[src/rtl/multicycle_control_unit.sv]
// -----------------------------------------------------------------------------
// multicycle_control_unit
//
// Multi-cycle instruction sequencer. Each instruction walks through
// FETCH -> DECODE -> EXEC -> (MEM) -> (WB). Memory accesses use a req/ack
// handshake that is guarded by a timeout watchdog. Datapath strobes are
// decoded from the current state and the latched opcode (Moore style). The
// only exceptions are IRWrite/PCWrite, which follow mem_ack in FETCH, and
// PCWrite, which follows zero in EXEC of BEQ.
//
// Ports
//   clk, rst_n     clock (rising edge), asynchronous active-low reset
//   opcode         instruction opcode, latched when FETCH is acknowledged
//   mem_ack        memory acknowledge (only looked at while mem_req=1)
//   zero           ALU zero flag, used for BEQ in EXEC
//   err_clr        leaves the ERROR state
//   mem_req        memory request (FETCH, MEM)
//   MemRead        read access (FETCH, MEM of LW)
//   MemWrite       write access (MEM of SW)
//   IRWrite        instruction register load (FETCH ack)
//   PCWrite        PC load (FETCH ack, taken BEQ)
//   ALUControl     00 ADD, 01 SUB, 10 AND, 11 OR (driven in EXEC)
//   ALUSrc         immediate operand select (ADDI, LW, SW in EXEC)
//   Branch         BEQ in EXEC
//   RegWrite       register file write (WB)
//   state          FETCH=0 DECODE=1 EXEC=2 MEM=3 WB=4 ERROR=5
//   err_code       00 none, 01 illegal opcode, 10 memory timeout
//   instret        retired-instruction counter, wraps
// -----------------------------------------------------------------------------
module multicycle_control_unit #(
  parameter int OPCODE_W  = 4,
  parameter int ALUCTRL_W = 2,
  parameter int TIMEOUT   = 16,
  parameter int CNT_W     = 16
) (
  input  logic                 clk,
  input  logic                 rst_n,
  input  logic [OPCODE_W-1:0]  opcode,
  input  logic                 mem_ack,
  input  logic                 zero,
  input  logic                 err_clr,
  output logic                 mem_req,
  output logic                 MemRead,
  output logic                 MemWrite,
  output logic                 IRWrite,
  output logic                 PCWrite,
  output logic [ALUCTRL_W-1:0] ALUControl,
  output logic                 ALUSrc,
  output logic                 Branch,
  output logic                 RegWrite,
  output logic [2:0]           state,
  output logic [1:0]           err_code,
  output logic [CNT_W-1:0]     instret
);

  typedef enum logic [2:0] {
    S_FETCH  = 3'd0,
    S_DECODE = 3'd1,
    S_EXEC   = 3'd2,
    S_MEM    = 3'd3,
    S_WB     = 3'd4,
    S_ERROR  = 3'd5
  } state_t;

  localparam int WAIT_W = $clog2(TIMEOUT) + 1;

  localparam logic [2:0] OP_ADD  = 3'd0;
  localparam logic [2:0] OP_SUB  = 3'd1;
  localparam logic [2:0] OP_AND  = 3'd2;
  localparam logic [2:0] OP_OR   = 3'd3;
  localparam logic [2:0] OP_ADDI = 3'd4;
  localparam logic [2:0] OP_LW   = 3'd5;
  localparam logic [2:0] OP_SW   = 3'd6;
  localparam logic [2:0] OP_BEQ  = 3'd7;

  localparam logic [1:0] ERR_NONE    = 2'b00;
  localparam logic [1:0] ERR_ILLEGAL = 2'b01;
  localparam logic [1:0] ERR_TIMEOUT = 2'b10;

  state_t                r_state;
  state_t                w_next;
  logic [OPCODE_W-1:0]   r_op;
  logic [1:0]            r_err;
  logic [1:0]            w_err_next;
  logic [CNT_W-1:0]      r_instret;
  logic [WAIT_W-1:0]     r_wait;
  logic                  w_retire;
  logic                  w_timeout;
  logic                  w_illegal;
  logic [2:0]            w_op3;

  logic                  w_mem_req;
  logic                  w_mem_read;
  logic                  w_mem_write;
  logic                  w_ir_write;
  logic                  w_pc_write;
  logic [1:0]            w_alu;
  logic                  w_alu_src;
  logic                  w_branch;
  logic                  w_reg_write;

  // ALU operation for a legal opcode: memory ops and ADDI add, BEQ subtracts.
  function automatic logic [1:0] alu_code(input logic [2:0] op);
    logic [1:0] code;
    case (op)
      OP_SUB:  code = 2'b01;
      OP_AND:  code = 2'b10;
      OP_OR:   code = 2'b11;
      OP_BEQ:  code = 2'b01;
      default: code = 2'b00;
    endcase
    return code;
  endfunction

  assign w_op3     = r_op[2:0];
  assign w_illegal = (r_op > OPCODE_W'(7));
  // The final waiting cycle is the TIMEOUT-th one; an ack in that cycle still wins.
  assign w_timeout = (r_wait == WAIT_W'(TIMEOUT - 1));

  // Next-state, error-code and strobe decode.
  always_comb begin
    w_next      = r_state;
    w_err_next  = r_err;
    w_retire    = 1'b0;
    w_mem_req   = 1'b0;
    w_mem_read  = 1'b0;
    w_mem_write = 1'b0;
    w_ir_write  = 1'b0;
    w_pc_write  = 1'b0;
    w_alu       = 2'b00;
    w_alu_src   = 1'b0;
    w_branch    = 1'b0;
    w_reg_write = 1'b0;
    case (r_state)
      S_FETCH: begin
        w_mem_req  = 1'b1;
        w_mem_read = 1'b1;
        if (mem_ack) begin
          w_ir_write = 1'b1;
          w_pc_write = 1'b1;
          w_next     = S_DECODE;
        end else if (w_timeout) begin
          w_err_next = ERR_TIMEOUT;
          w_next     = S_ERROR;
        end else begin
          w_next = S_FETCH;
        end
      end
      S_DECODE: begin
        if (w_illegal) begin
          w_err_next = ERR_ILLEGAL;
          w_next     = S_ERROR;
        end else begin
          w_next = S_EXEC;
        end
      end
      S_EXEC: begin
        w_alu     = alu_code(w_op3);
        w_alu_src = (w_op3 == OP_ADDI) || (w_op3 == OP_LW) || (w_op3 == OP_SW);
        case (w_op3)
          OP_LW, OP_SW: w_next = S_MEM;
          OP_BEQ: begin
            w_branch   = 1'b1;
            w_pc_write = zero;
            w_retire   = 1'b1;
            w_next     = S_FETCH;
          end
          default: w_next = S_WB;
        endcase
      end
      S_MEM: begin
        w_mem_req   = 1'b1;
        w_mem_read  = (w_op3 == OP_LW);
        w_mem_write = (w_op3 != OP_LW);
        if (mem_ack) begin
          if (w_op3 == OP_LW) begin
            w_next = S_WB;
          end else begin
            w_retire = 1'b1;
            w_next   = S_FETCH;
          end
        end else if (w_timeout) begin
          w_err_next = ERR_TIMEOUT;
          w_next     = S_ERROR;
        end else begin
          w_next = S_MEM;
        end
      end
      S_WB: begin
        w_reg_write = 1'b1;
        w_retire    = 1'b1;
        w_next      = S_FETCH;
      end
      S_ERROR: begin
        if (err_clr) begin
          w_err_next = ERR_NONE;
          w_next     = S_FETCH;
        end else begin
          w_next = S_ERROR;
        end
      end
      default: begin
        w_next = S_FETCH;
      end
    endcase
  end

  // State, latched opcode, error code, wait counter and retire counter.
  always_ff @(posedge clk or negedge rst_n) begin
    if (!rst_n) begin
      r_state   <= S_FETCH;
      r_op      <= '0;
      r_err     <= ERR_NONE;
      r_wait    <= '0;
      r_instret <= '0;
    end else begin
      r_state <= w_next;
      r_err   <= w_err_next;
      if ((r_state == S_FETCH) && mem_ack) begin
        r_op <= opcode;
      end else begin
        r_op <= r_op;
      end
      // Every state entry restarts the count; only waiting states accumulate.
      if (w_next != r_state) begin
        r_wait <= '0;
      end else if ((r_state == S_FETCH) || (r_state == S_MEM)) begin
        r_wait <= r_wait + WAIT_W'(1);
      end else begin
        r_wait <= '0;
      end
      if (w_retire) begin
        r_instret <= r_instret + CNT_W'(1);
      end else begin
        r_instret <= r_instret;
      end
    end
  end

  // Strobes are forced low while reset is held so an aborted access is dropped at once.
  assign mem_req    = rst_n & w_mem_req;
  assign MemRead    = rst_n & w_mem_read;
  assign MemWrite   = rst_n & w_mem_write;
  assign IRWrite    = rst_n & w_ir_write;
  assign PCWrite    = rst_n & w_pc_write;
  assign ALUControl = rst_n ? ALUCTRL_W'(w_alu) : '0;
  assign ALUSrc     = rst_n & w_alu_src;
  assign Branch     = rst_n & w_branch;
  assign RegWrite   = rst_n & w_reg_write;
  assign state      = r_state;
  assign err_code   = r_err;
  assign instret    = r_instret;

endmodule

[config.mk]
export PLATFORM = sky130hd
export DESIGN_NAME = multicycle_control_unit
export DESIGN_NICKNAME = d
export VERILOG_FILES = /design/src/rtl/multicycle_control_unit.sv
export SDC_FILE = /design/constraint.sdc
export NUM_CORES = 1
export LEC_CHECK = 0
export CORE_MARGIN = 1.5
export CORE_UTILIZATION = 30
export DETAILED_ROUTE_END_ITERATION = 7
export SLEW_MARGIN = 5
export SYNTH_ARGS = -nofsm -noshare
export SYNTH_HDL_FRONTEND = slang
export SYNTH_SLANG_ARGS = --single-unit
[constraint.sdc]
create_clock -name clk -period 5.24 [get_ports clk]
set_clock_uncertainty 0.2 [all_clocks]
set_input_delay 1.048 -clock clk [delete_from_list [all_inputs] [get_ports clk]]
set_output_delay 1.048 -clock clk [all_outputs]
set_load 0.05 [all_outputs]
Yosys cells after proc, flatten, opt, wreduce, memory -nomap -nowiden. Cells that the tools add are included.

$add $sub $neg: 2. Magnitude comparators: 1. Equal/unequal tests: 19. Multiplexer cells: 33. Bitwise operators: 8. Reductions and logical operators: 10.

Operators by type and width (number): two-way mux 3 bit (7); == test 3 bit, second input constant (6); adder 16 x 1 -> 16 bit, second input constant (1); case mux 3 bit (5 select lines) (1); == test 3 x 2 -> 1 bit, second input constant (4); two-way mux 2 bit (6); case mux 2 bit (3 select lines) (2); two-way mux 1 bit (11); two-way mux 5 bit (2); AND 1 bit (8); == test 3 x 1 -> 1 bit, second input constant (2); != test 2 bit, second input constant (3); case mux 3 bit (2 select lines) (1); OR reduction 2 bit (3); adder 5 x 1 -> 5 bit, second input constant (1); == test 5 x 4 -> 1 bit, second input constant (1); AND reduction 5 bit (1); > comparator 4 x 3 -> 1 bit, second input constant (1); case mux 1 bit (2 select lines) (2); logical NOT 3 bit (1); logical OR 1 bit (3); != test 3 bit (1); != test 3 bit, second input constant (1); case mux 1 bit (3 select lines) (1); 3 further kinds (3).

Bits in registers: 30. Input bits: 9. Logic and storage cells: 78.

Logic depth before layout (Yosys ltp). Gate-level depths: netlist of run 1.

Word-level depth: 6. Depth in mapped cells: 7. Mapped depth without buffers: 7.

Least setup slack after synthesis of run 1. OpenSTA, ideal clock, no wires.

Kind: input to output. Start point: input mem_ack. End point: output PCWrite. Arrival time: 2.272 ns. Data required time: 3.992 ns. Setup slack: 1.720 ns. Cell stages on the path: 3. Cell sequence: nor2b_1 -> a41oi_1 -> nor3_1.

Word-level cells in the longest chain between the ends: 3.

Ends and longest elaborated chain: from (decl) (RTL line 39) `input logic mem_ack,`; two-way mux 1 bit (RTL line 138) `if (mem_ack) begin`; case mux 1 bit (2 select lines) (RTL line 134) `case (r_state)`; AND 1 bit (RTL line 245) `assign PCWrite = rst_n & w_pc_write;`; to (decl) (RTL line 46) `output logic PCWrite,`.

No other way between the ends.

Worst setup path in the final report of run 1.
Start point: input mem_ack. End point: output IRWrite.

Word-level cells in the longest chain between the ends: 3.

Ends and longest elaborated chain: two-way mux 1 bit (RTL line 138); two-way mux 1 bit (RTL line 134); AND 1 bit (RTL line 244) `assign IRWrite = rst_n & w_ir_write;`; to (decl) (RTL line 45) `output logic IRWrite,`.

No other way between the ends.

==> impl_metrics.csv, run 1 <==
group,metric,value,unit
place,dpl.hpwl,2910,um
cells_and_area,antenna_cells,0,
setup_path,r2r-start,"state[1]",
routing,ant_nets,0,
min_path,hold-path-cell-count,1,
place,dp_slack,1030,ps
setup_path,reg2reg_depth,4,
setup_path,start_kind,"primary input",
global_route,antenna_found_initial,0,
logic_synthesis,synth_xor_area_share,9.57,%
setup_path,crit_required,3990,ps
logic_synthesis,synth_nets,173,
pwr,finalPower,1.32,mW
cts,cts.sinks,30,
pwr,p_per_area,587,nW/um^2
logic_synthesis,synth_ff_type,"dfrtp_1",
flow_run,maxCapViolCount,0,
cells_and_area,syn_to_final_growth,36.5,%
global_route,grtUsageTotal,14.3,%
cts,cts_resized,0,
setup_path,cp_common_cell,"clkdlybuf4s50_1",
timing,timing.setup.tns,0,ps
cts,tritoncts,"done",
cells_and_area,layout-drive-gt1-share,15.0,%
logic_synthesis,synth_top_family_by_area,"simple AND/OR/NAND/NOR gates",
logic_synthesis,yosys.area_share.simple,21.3,%
min_path,hold_end,"instret[15]",
setup_path,path_class,"primary input to output pin",
timing,fin_crit_sh,80.7,%
setup_path,timing.critical_path.fanout_max,7,
floorplan,rows,26,
cts,root_buffer,"clkbuf_8",
setup_path,critical_path_arrival,2980,ps
logic_synthesis,synth_compound_area_share,14.1,%
logic_synthesis,yosysWarnings,0,
routing,post-route-drc-count,0,
logic_synthesis,synthArstFlopShare,100,%
cts,post-cts-setup-buffers,0,
pwr,irDropWorstVdd,336,uV
logic_synthesis,synthAdderAreaFrac,2.28,%
logic_synthesis,yosysSeqAreaShare,45.6,%
routing,vias,1376,
logic_synthesis,avgSynthCellArea,10.2,um^2
global_route,grt_max_degree,17,
setup_path,worstSetupEndpointType,"output pin",
setup_path,crit_chain,"clkdlybuf4s50_1, nand2b_1, nor3_1, buf_4, and2_1, clkdlybuf4s50_1",
global_route,grt_first_pass_wirelength,6710,um
logic_synthesis,netlist_instances,161,
setup_path,path_buf_inv,3,
cts,clk_latency,270,ps
outcome,status,"finished, final reports clean",
floorplan,start_util,31.6,%
cts,clk_path_buf_depth,2,
global_route,overflow,0,
routing,routed_wl,3930,um
cts,numCtsBuffers,5,
min_path,min_path_type,"flip-flop to flip-flop",
logic_synthesis,yosysUniqueCellTypes,41,
timing,min_period,4230,ps
cts,cts-hold-fix-buffers,0,
cells_and_area,postLayoutCoreUtil,43.2,%
global_route,grt_pass1_vias,1331,
cells_and_area,fin_cells,277,
timing,hold_violations,0,
floorplan,die_w,77.1,um
timing,clock.fmax,0.237,GHz
timing,relSlewSlack,21.2,%
place,routabilityCongestion,0.721,
setup_path,slowest_delay,790,ps
setup_path,critPathTopFamily,"buffers and inverters",
routing,dr.first_iter.drc_count,83,
cts,cts_max_level,2,
setup_path,worst-r2r-setup-slack,2590,ps
timing,worstMarginPinSlew,1180,ps
logic_synthesis,synth-seq-cells,30,
pwr,power.leakage,0.896,nW
routing,via_per_inst,4.97,
timing,slew_violations,0,
logic_synthesis,synthMuxAreaShare,4.71,%
logic_synthesis,synth_edf_count,0,
timing,rsz0062_at_grt,"false",
min_path,min-delay-start,"instret[15]",
floorplan,die_area,5940,um^2
place,dp.cells,269,
setup_path,rr_endpoint,"instret[1]",
timing,setup_slack,1010,ps
timing,finalSetupViolCount,0,
place,portBuffers,39,
cts,clkTransAtPathRegs,60,ps
setup_path,critPathSlowestCell,"clkdlybuf4s50_1",
logic_synthesis,syn-cell-area,1650,um^2
floorplan,core_area,5200,um^2
routing,wl_per_cell,14.2,um
floorplan,io_pins,40,
routing,drtPass1Iterations,4,
floorplan,die_h,77.1,um
cells_and_area,nets,218,
[registers in the layout, summed over array words and instances (netlist names)]
| signal | flops |
|---|---|
| r_wait | 5 |
| state | 3 |
| err_code | 2 |
| r_op | 4 |
| instret | 16 |
[worst max-delay path by stage]
stage          depth (start not counted)  endpoint     from  slack (ps)
2_1_floorplan                          3   PCWrite  mem_ack        1720
3_3_place_gp                           6   IRWrite  mem_ack        1000
3_5_place_dp                           6   IRWrite  mem_ack        1030
4_1_cts                                6   IRWrite  mem_ack        1000
5_1_grt                                6   IRWrite  mem_ack         910
6_report                               6   IRWrite  mem_ack        1010
[area by class of cell]
| class | count | area [um^2] |
|---|---|---|
| fillers | 533 | 2960 |
| multi-input cells | 123 | 856 |
| flip-flops and latches | 30 | 751 |
| repair buffers | 43 | 450 |
| well taps | 70 | 87.6 |
| clock buffers | 7 | 86.3 |
| inverters | 3 | 11.3 |
| clock inverters | 1 | 5.00 |
[metrics by stage]
step,cell area (um^2),hold slack [ps]
floorplan,1650,233
global placement,2160,258
detailed placement,2160,257
CTS,2250,270
global route,2250,283
finish,2250,261
[worst register-to-register path, delay by kind of cell, from the launching register on]
family | cells | cell delay [ps]
simple gates | 2 | 490
mux | 1 | 330
flops | 1 | 550
compound gates | 1 | 970
[cells in the final DEF, fill, tap and decap left out, drive strengths merged, types with 2 or more instances in the layout]
cell type / netlist / routed
nor2b: 5 / 5
nand2b: 4 / 4
ha: 3 / 3
a211oi: 3 / 3
inv: 3 / 3
a221oi: 2 / 2
and4: 2 / 2
and2: 2 / 2
dfrtp: 30 / 30
nand2: 11 / 11
nor2: 13 / 13
a21oi: 10 / 10
nor3b: 2 / 2
clkbuf: 1 / 7
buf: 4 / 12
nand3: 7 / 7
mux2: 6 / 6
clkdlybuf4s50: 0 / 31
xor2: 13 / 13
nor3: 4 / 4
and3: 7 / 7
o2111ai: 2 / 2
a2111oi: 2 / 2
o21ai: 6 / 6
xnor2: 5 / 5
and3b: 2 / 2
[report_power, final]
part | total (mW) | internal [mW] | leakage (nW) | switching (mW)
clock network | 0.187 | 0.106 | 0.0482 | 0.0813
registers | 0.440 | 0.311 | 0.352 | 0.129
logic | 0.693 | 0.261 | 0.495 | 0.432
[Yosys cell counts (2+ instances only)]
library cell | count | area share [%]
xor2_1 | 13 | 6.9
dfrtp_1 | 30 | 46
and2_1 | 2 | 0.76
a21oi_1 | 10 | 3.0
o21ai_0 | 6 | 1.8
nand2_1 | 11 | 2.5
ha_1 | 3 | 2.3
xnor2_1 | 5 | 2.7
mux2_2 | 6 | 4.1
and3_1 | 7 | 2.7
inv_1 | 3 | 0.68
nand2b_1 | 4 | 1.5
buf_2 | 2 | 0.61
nor3b_1 | 2 | 0.91
o2111ai_1 | 2 | 1.1
nand3_1 | 7 | 2.1
nor3_1 | 4 | 1.2
a221oi_1 | 2 | 1.1
nor2b_1 | 5 | 1.9
and4_1 | 2 | 1.1
a211oi_1 | 3 | 1.4
nor2_1 | 13 | 3.0
[routing by layer]
metal  part of all wire, %  global-route usage, %
met1                    47                   19.3
met2                    47                   22.6
met3                   5.2                   4.05
met4                  0.74                   3.82
met5                     0                      0
[cells by family after synthesis]
| logic type | after synthesis |
|---|---|
| AND/OR/NAND/NOR | 64 |
| AO/OA/AOI/OAI | 31 |
| flip-flops | 30 |
| XOR/XNOR | 18 |
| buffers and inverters | 8 |
| multiplexers | 7 |
| adder cells (fa/ha/maj) | 3 |
(Power assumes the default switching activity.)
==> run 2: changes to the inputs <==
clock period = 4.35 ns   (was 5.24 ns; I/O delays follow)
==> impl_metrics.csv, run 2 (same netlist as run 1, synthesis figures left out) <==
group,metric,value,unit
timing,fin_crit_sh,80.6,%
setup_path,worstSetupEndpointType,"output pin",
setup_path,timing.critical_path.fanout_max,5,
timing,worstMarginPinSlew,1170,ps
timing,timing.setup.tns,0,ps
place,dp_slack,830,ps
cells_and_area,syn_to_final_growth,40.0,%
routing,via_per_inst,4.92,
timing,finalSetupViolCount,0,
setup_path,start_kind,"primary input",
floorplan,start_util,31.6,%
cts,cts_max_level,2,
global_route,grt_first_pass_wirelength,6500,um
global_route,overflow,0,
cts,cts_resized,0,
routing,vias,1354,
place,portBuffers,39,
cts,post-cts-setup-buffers,0,
timing,hold_violations,0,
timing,relSlewSlack,22.2,%
pwr,irDropWorstVdd,425,uV
routing,drtPass1Iterations,4,
cells_and_area,largest_register_ffs,16,
cells_and_area,layout_commonest_cell,"dfrtp_1",
cts,clkTransAtPathRegs,60,ps
cells_and_area,nets,216,
floorplan,die_h,77.1,um
cts,clk_path_buf_depth,2,
routing,wl_per_cell,13.8,um
floorplan,io_pins,40,
min_path,min_path_type,"flip-flop to flip-flop",
floorplan,die_w,77.1,um
setup_path,critical_path_arrival,2440,ps
outcome,status,"finished, final reports clean",
timing,min_period,3510,ps
cells_and_area,mostFrequentLayoutCells,"dfrtp_1, clkdlybuf4s50_1, nor2_1, xor2_1, nand2_1",
timing,setup_slack,845,ps
cells_and_area,fillers,515,
cells_and_area,layout-drive-gt1-share,15.6,%
cells_and_area,antenna_cells,0,
setup_path,crit_required,3280,ps
timing,rsz0062_at_grt,"false",
pwr,p_per_area,705,nW/um^2
cts,cts.sinks,30,
setup_path,worst-r2r-setup-slack,1690,ps
global_route,grt_pass1_vias,1280,
cts,cts-hold-fix-buffers,0,
setup_path,crit_chain,"clkdlybuf4s50_1, nand2b_1, nor3b_1, nand2_1, nor2_1, buf_12",
cts,root_buffer,"clkbuf_8",
cts,tritoncts,"done",
setup_path,path_class,"primary input to output pin",
routing,routed_wl,3800,um
place,dpl.hpwl,2750,um
setup_path,slowest_delay,500,ps
setup_path,path_buf_inv,2,
routing,ant_nets,0,
global_route,grtUsageTotal,14.2,%
global_route,antenna_found_initial,0,
floorplan,core_area,5200,um^2
routing,dr.first_iter.drc_count,92,
routing,post-route-drc-count,0,
pwr,power.leakage,0.908,nW
cells_and_area,postLayoutCoreUtil,44.3,%
setup_path,critPathSlowestCell,"clkdlybuf4s50_1",
flow_run,maxCapViolCount,0,
global_route,grt_max_degree,33,
timing,slew_violations,0,
cts,clk_latency,280,ps
setup_path,critPathTopFamily,"simple AND/OR/NAND/NOR gates",
floorplan,die_area,5940,um^2
timing,clock.fmax,0.285,GHz
floorplan,rows,26,
cts,numCtsBuffers,5,
place,routabilityCongestion,0.763,
run 2: changes by cell type in the layout (fill, tap and decap cells not counted):
cell | before | now
buf_12 | 4 | 10
buf_4 | 8 | 2
clkbuf_1 | 1 | 0
clkdlybuf4s50_1 | 31 | 29
clkinvlp_4 | 0 | 1
run 2: routing by layer:
layer	global-route usage [%]	vias to the layer above	wire, um
met2	20.4	33	1760
met5	0	-	0
li1	-	667	-
met3	3.21	4	156
met1	20.3	650	1840
met4	6.00	0	42
run 2: final cells by class:
cell class                 instances  area, um^2  area share (%)
multi-input combinational        123         856            37.1
tap                               70        87.6            3.80
inverter                           3        11.3           0.488
timing repair buffer              41         505            21.9
sequential                        30         751            32.6
clock inverter                     2        12.5           0.543
clock buffer                       6        82.6            3.58
run 2: stage by stage:
stage | hold WS, ps | total power, mW | area (um^2) | instances
final | 262 | 1.63 | 2310 | 275
after global routing | 283 | 1.73 | 2310 | 275
after CTS | 268 | 1.64 | 2310 | 275
after detailed placement | 256 | 1.40 | 2210 | 267
after global placement | 252 | 1.40 | 2210 | 267
after floorplan | 233 | 1.09 | 1650 | 161
run 2: worst paths after layout:
kind / start / endpoint / cells past startpoint
hold / removal: instret[15] / instret[15] / 1
setup reg to reg: state[1] / instret[1] / 4
setup / recovery: rst_n / ALUSrc / 6
min in group asynchronous: rst_n / instret[11] / 2
max in group asynchronous: rst_n / err_code[0] / 2
hold reg to reg: instret[15] / instret[15] / 1
run 2: report_power, final:
group          total [mW]  internal (mW)  switching, mW
Clock               0.233          0.127          0.106
Sequential          0.526          0.374          0.152
Combinational       0.867          0.342          0.525
==> run 3: changes to the inputs <==
clock period = 3 ns   (was 4.35 ns; I/O delays follow)
==> impl_metrics.csv, run 3 (same netlist as run 1, synthesis figures left out) <==
group,metric,value,unit
cells_and_area,layout_commonest_cell,"dfrtp_1",
global_route,grt_first_pass_wirelength,6610,um
timing,hold_violations,0,
min_path,min_path_type,"flip-flop to flip-flop",
cells_and_area,postLayoutCoreUtil,44.9,%
global_route,grtUsageTotal,14.0,%
routing,ant_nets,0,
flow_run,maxCapViolCount,0,
routing,dr.first_iter.drc_count,92,
cts,cts_resized,0,
global_route,antenna_found_initial,0,
timing,fin_crit_sh,95.5,%
setup_path,timing.critical_path.fanout_max,4,
setup_path,path_class,"primary input to output pin",
setup_path,startpoint,"rst_n",
timing,timing.setup.tns,0,ps
place,dpl.hpwl,2720,um
floorplan,start_util,31.6,%
routing,vias,1353,
cts,clk_path_buf_depth,2,
place,routabilityCongestion,0.753,
timing,clock.fmax,0.349,GHz
pwr,irDropWorstVdd,714,uV
cts,clk_latency,280,ps
place,portBuffers,39,
cts,cts_max_level,2,
routing,drtPass1Iterations,4,
timing,min_period,2860,ps
floorplan,die_w,77.1,um
floorplan,core_area,5200,um^2
cts,cts-hold-fix-buffers,0,
setup_path,start_kind,"primary input",
cells_and_area,fillers,507,
cts,tritoncts,"done",
global_route,grt_max_degree,23,
global_route,overflow,0,
setup_path,critPathSlowestCell,"clkdlybuf4s50_1",
floorplan,die_area,5940,um^2
cells_and_area,nets,220,
cts,clkTransAtPathRegs,60,ps
cells_and_area,syn_to_final_growth,41.9,%
setup_path,r2r-start,"state[1]",
routing,via_per_inst,4.85,
pwr,p_per_area,1020,nW/um^2
routing,wl_per_cell,13.9,um
setup_path,crit_required,2200,ps
cts,numCtsBuffers,5,
floorplan,io_pins,40,
timing,rsz0062_at_grt,"false",
timing,worstMarginPinSlew,500,ps
cts,root_buffer,"clkbuf_8",
pwr,power.leakage,0.929,nW
setup_path,worstSetupEndpointType,"output pin",
cells_and_area,layout-drive-gt1-share,17.2,%
timing,relSlewSlack,66.4,%
cells_and_area,mostFrequentLayoutCells,"dfrtp_1, clkdlybuf4s50_1, nor2_1, xor2_1, nand2_1",
min_path,min-delay-start,"r_wait[0]",
cells_and_area,antenna_cells,0,
setup_path,crit_chain,"clkdlybuf4s50_1, nand2b_1, nor3b_1, nand2_1, nor2_1, buf_12",
cts,cts.sinks,30,
routing,routed_wl,3870,um
floorplan,die_h,77.1,um
timing,slew_violations,0,
cells_and_area,largest_register_ffs,16,
outcome,status,"finished, final reports clean",
global_route,grt_pass1_vias,1321,
setup_path,critical_path_arrival,2060,ps
floorplan,rows,26,
cts,post-cts-setup-buffers,0,
timing,finalSetupViolCount,0,
routing,post-route-drc-count,0,
setup_path,slowest_delay,530,ps
==> run 3: cell count changes in the layout (fill, tap and decap cells not counted) <==
cell / before / now
buf_4: 2 / 6
clkbuf_1: 0 / 1
clkinvlp_4: 1 / 0
nor3_1: 4 / 3
nor3_2: 0 / 1
==> run 3: metrics by stage <==
step                setup WS (ps)  hold slack [ps]  total power, mW  cells  area, um^2
finish                        136              264             2.37    279        2340
global route                 42.2              292             2.53    279        2340
CTS                           132              268             2.39    279        2340
detailed placement            140              260             2.04    271        2250
global placement              162              252             2.04    271        2250
floorplan                     156              104             1.58    161        1650
==> run 3: worst paths after layout <==
kind | end | slack (ps) | cells past startpoint
worst max-delay path | ALUSrc | 140 | 6
worst min-delay path | r_wait[0] | 260 | 1
worst max register to register | instret[13] | 750 | 4
worst min register to register | r_wait[0] | 260 | 1
max in group asynchronous | r_wait[1] | 1580 | 3
min in group asynchronous | err_code[0] | 510 | 2
==> run 3: final cells by class <==
| cell class | count | area [um^2] | area share (%) |
|---|---|---|---|
| Timing Repair Buffer | 45 | 536 | 22.9 |
| Tap cell | 70 | 87.6 | 3.75 |
| Multi-Input combinational cell | 123 | 861 | 36.8 |
| Clock inverter | 1 | 5.00 | 0.214 |
| Inverter | 3 | 11.3 | 0.482 |
| Clock buffer | 7 | 86.3 | 3.69 |
| Sequential cell | 30 | 751 | 32.1 |
==> run 3: critical path: cells and delay by family <==
kind | cells | cell delay [ps]
buf+inv | 2 | 700
simple gates | 4 | 760
==> run 3: report_power, final <==
part	switching, mW	internal, mW	leakage, nW
Sequential	0.208	0.543	0.352
Combinational	0.775	0.512	0.528
Clock	0.153	0.185	0.0482
Total	1.14	1.24	0.929
==> run 3: per-layer routing <==
layer | share of wire [%] | wire length [um] | GRT usage [%] | up-vias
met5 | 0 | 0 | 0 | -
met4 | 1.2 | 46 | 3.82 | 0
met3 | 5.2 | 200 | 4.64 | 5
met2 | 42 | 1640 | 20.8 | 31
met1 | 51 | 1990 | 19.5 | 644
li1 | - | - | - | 673
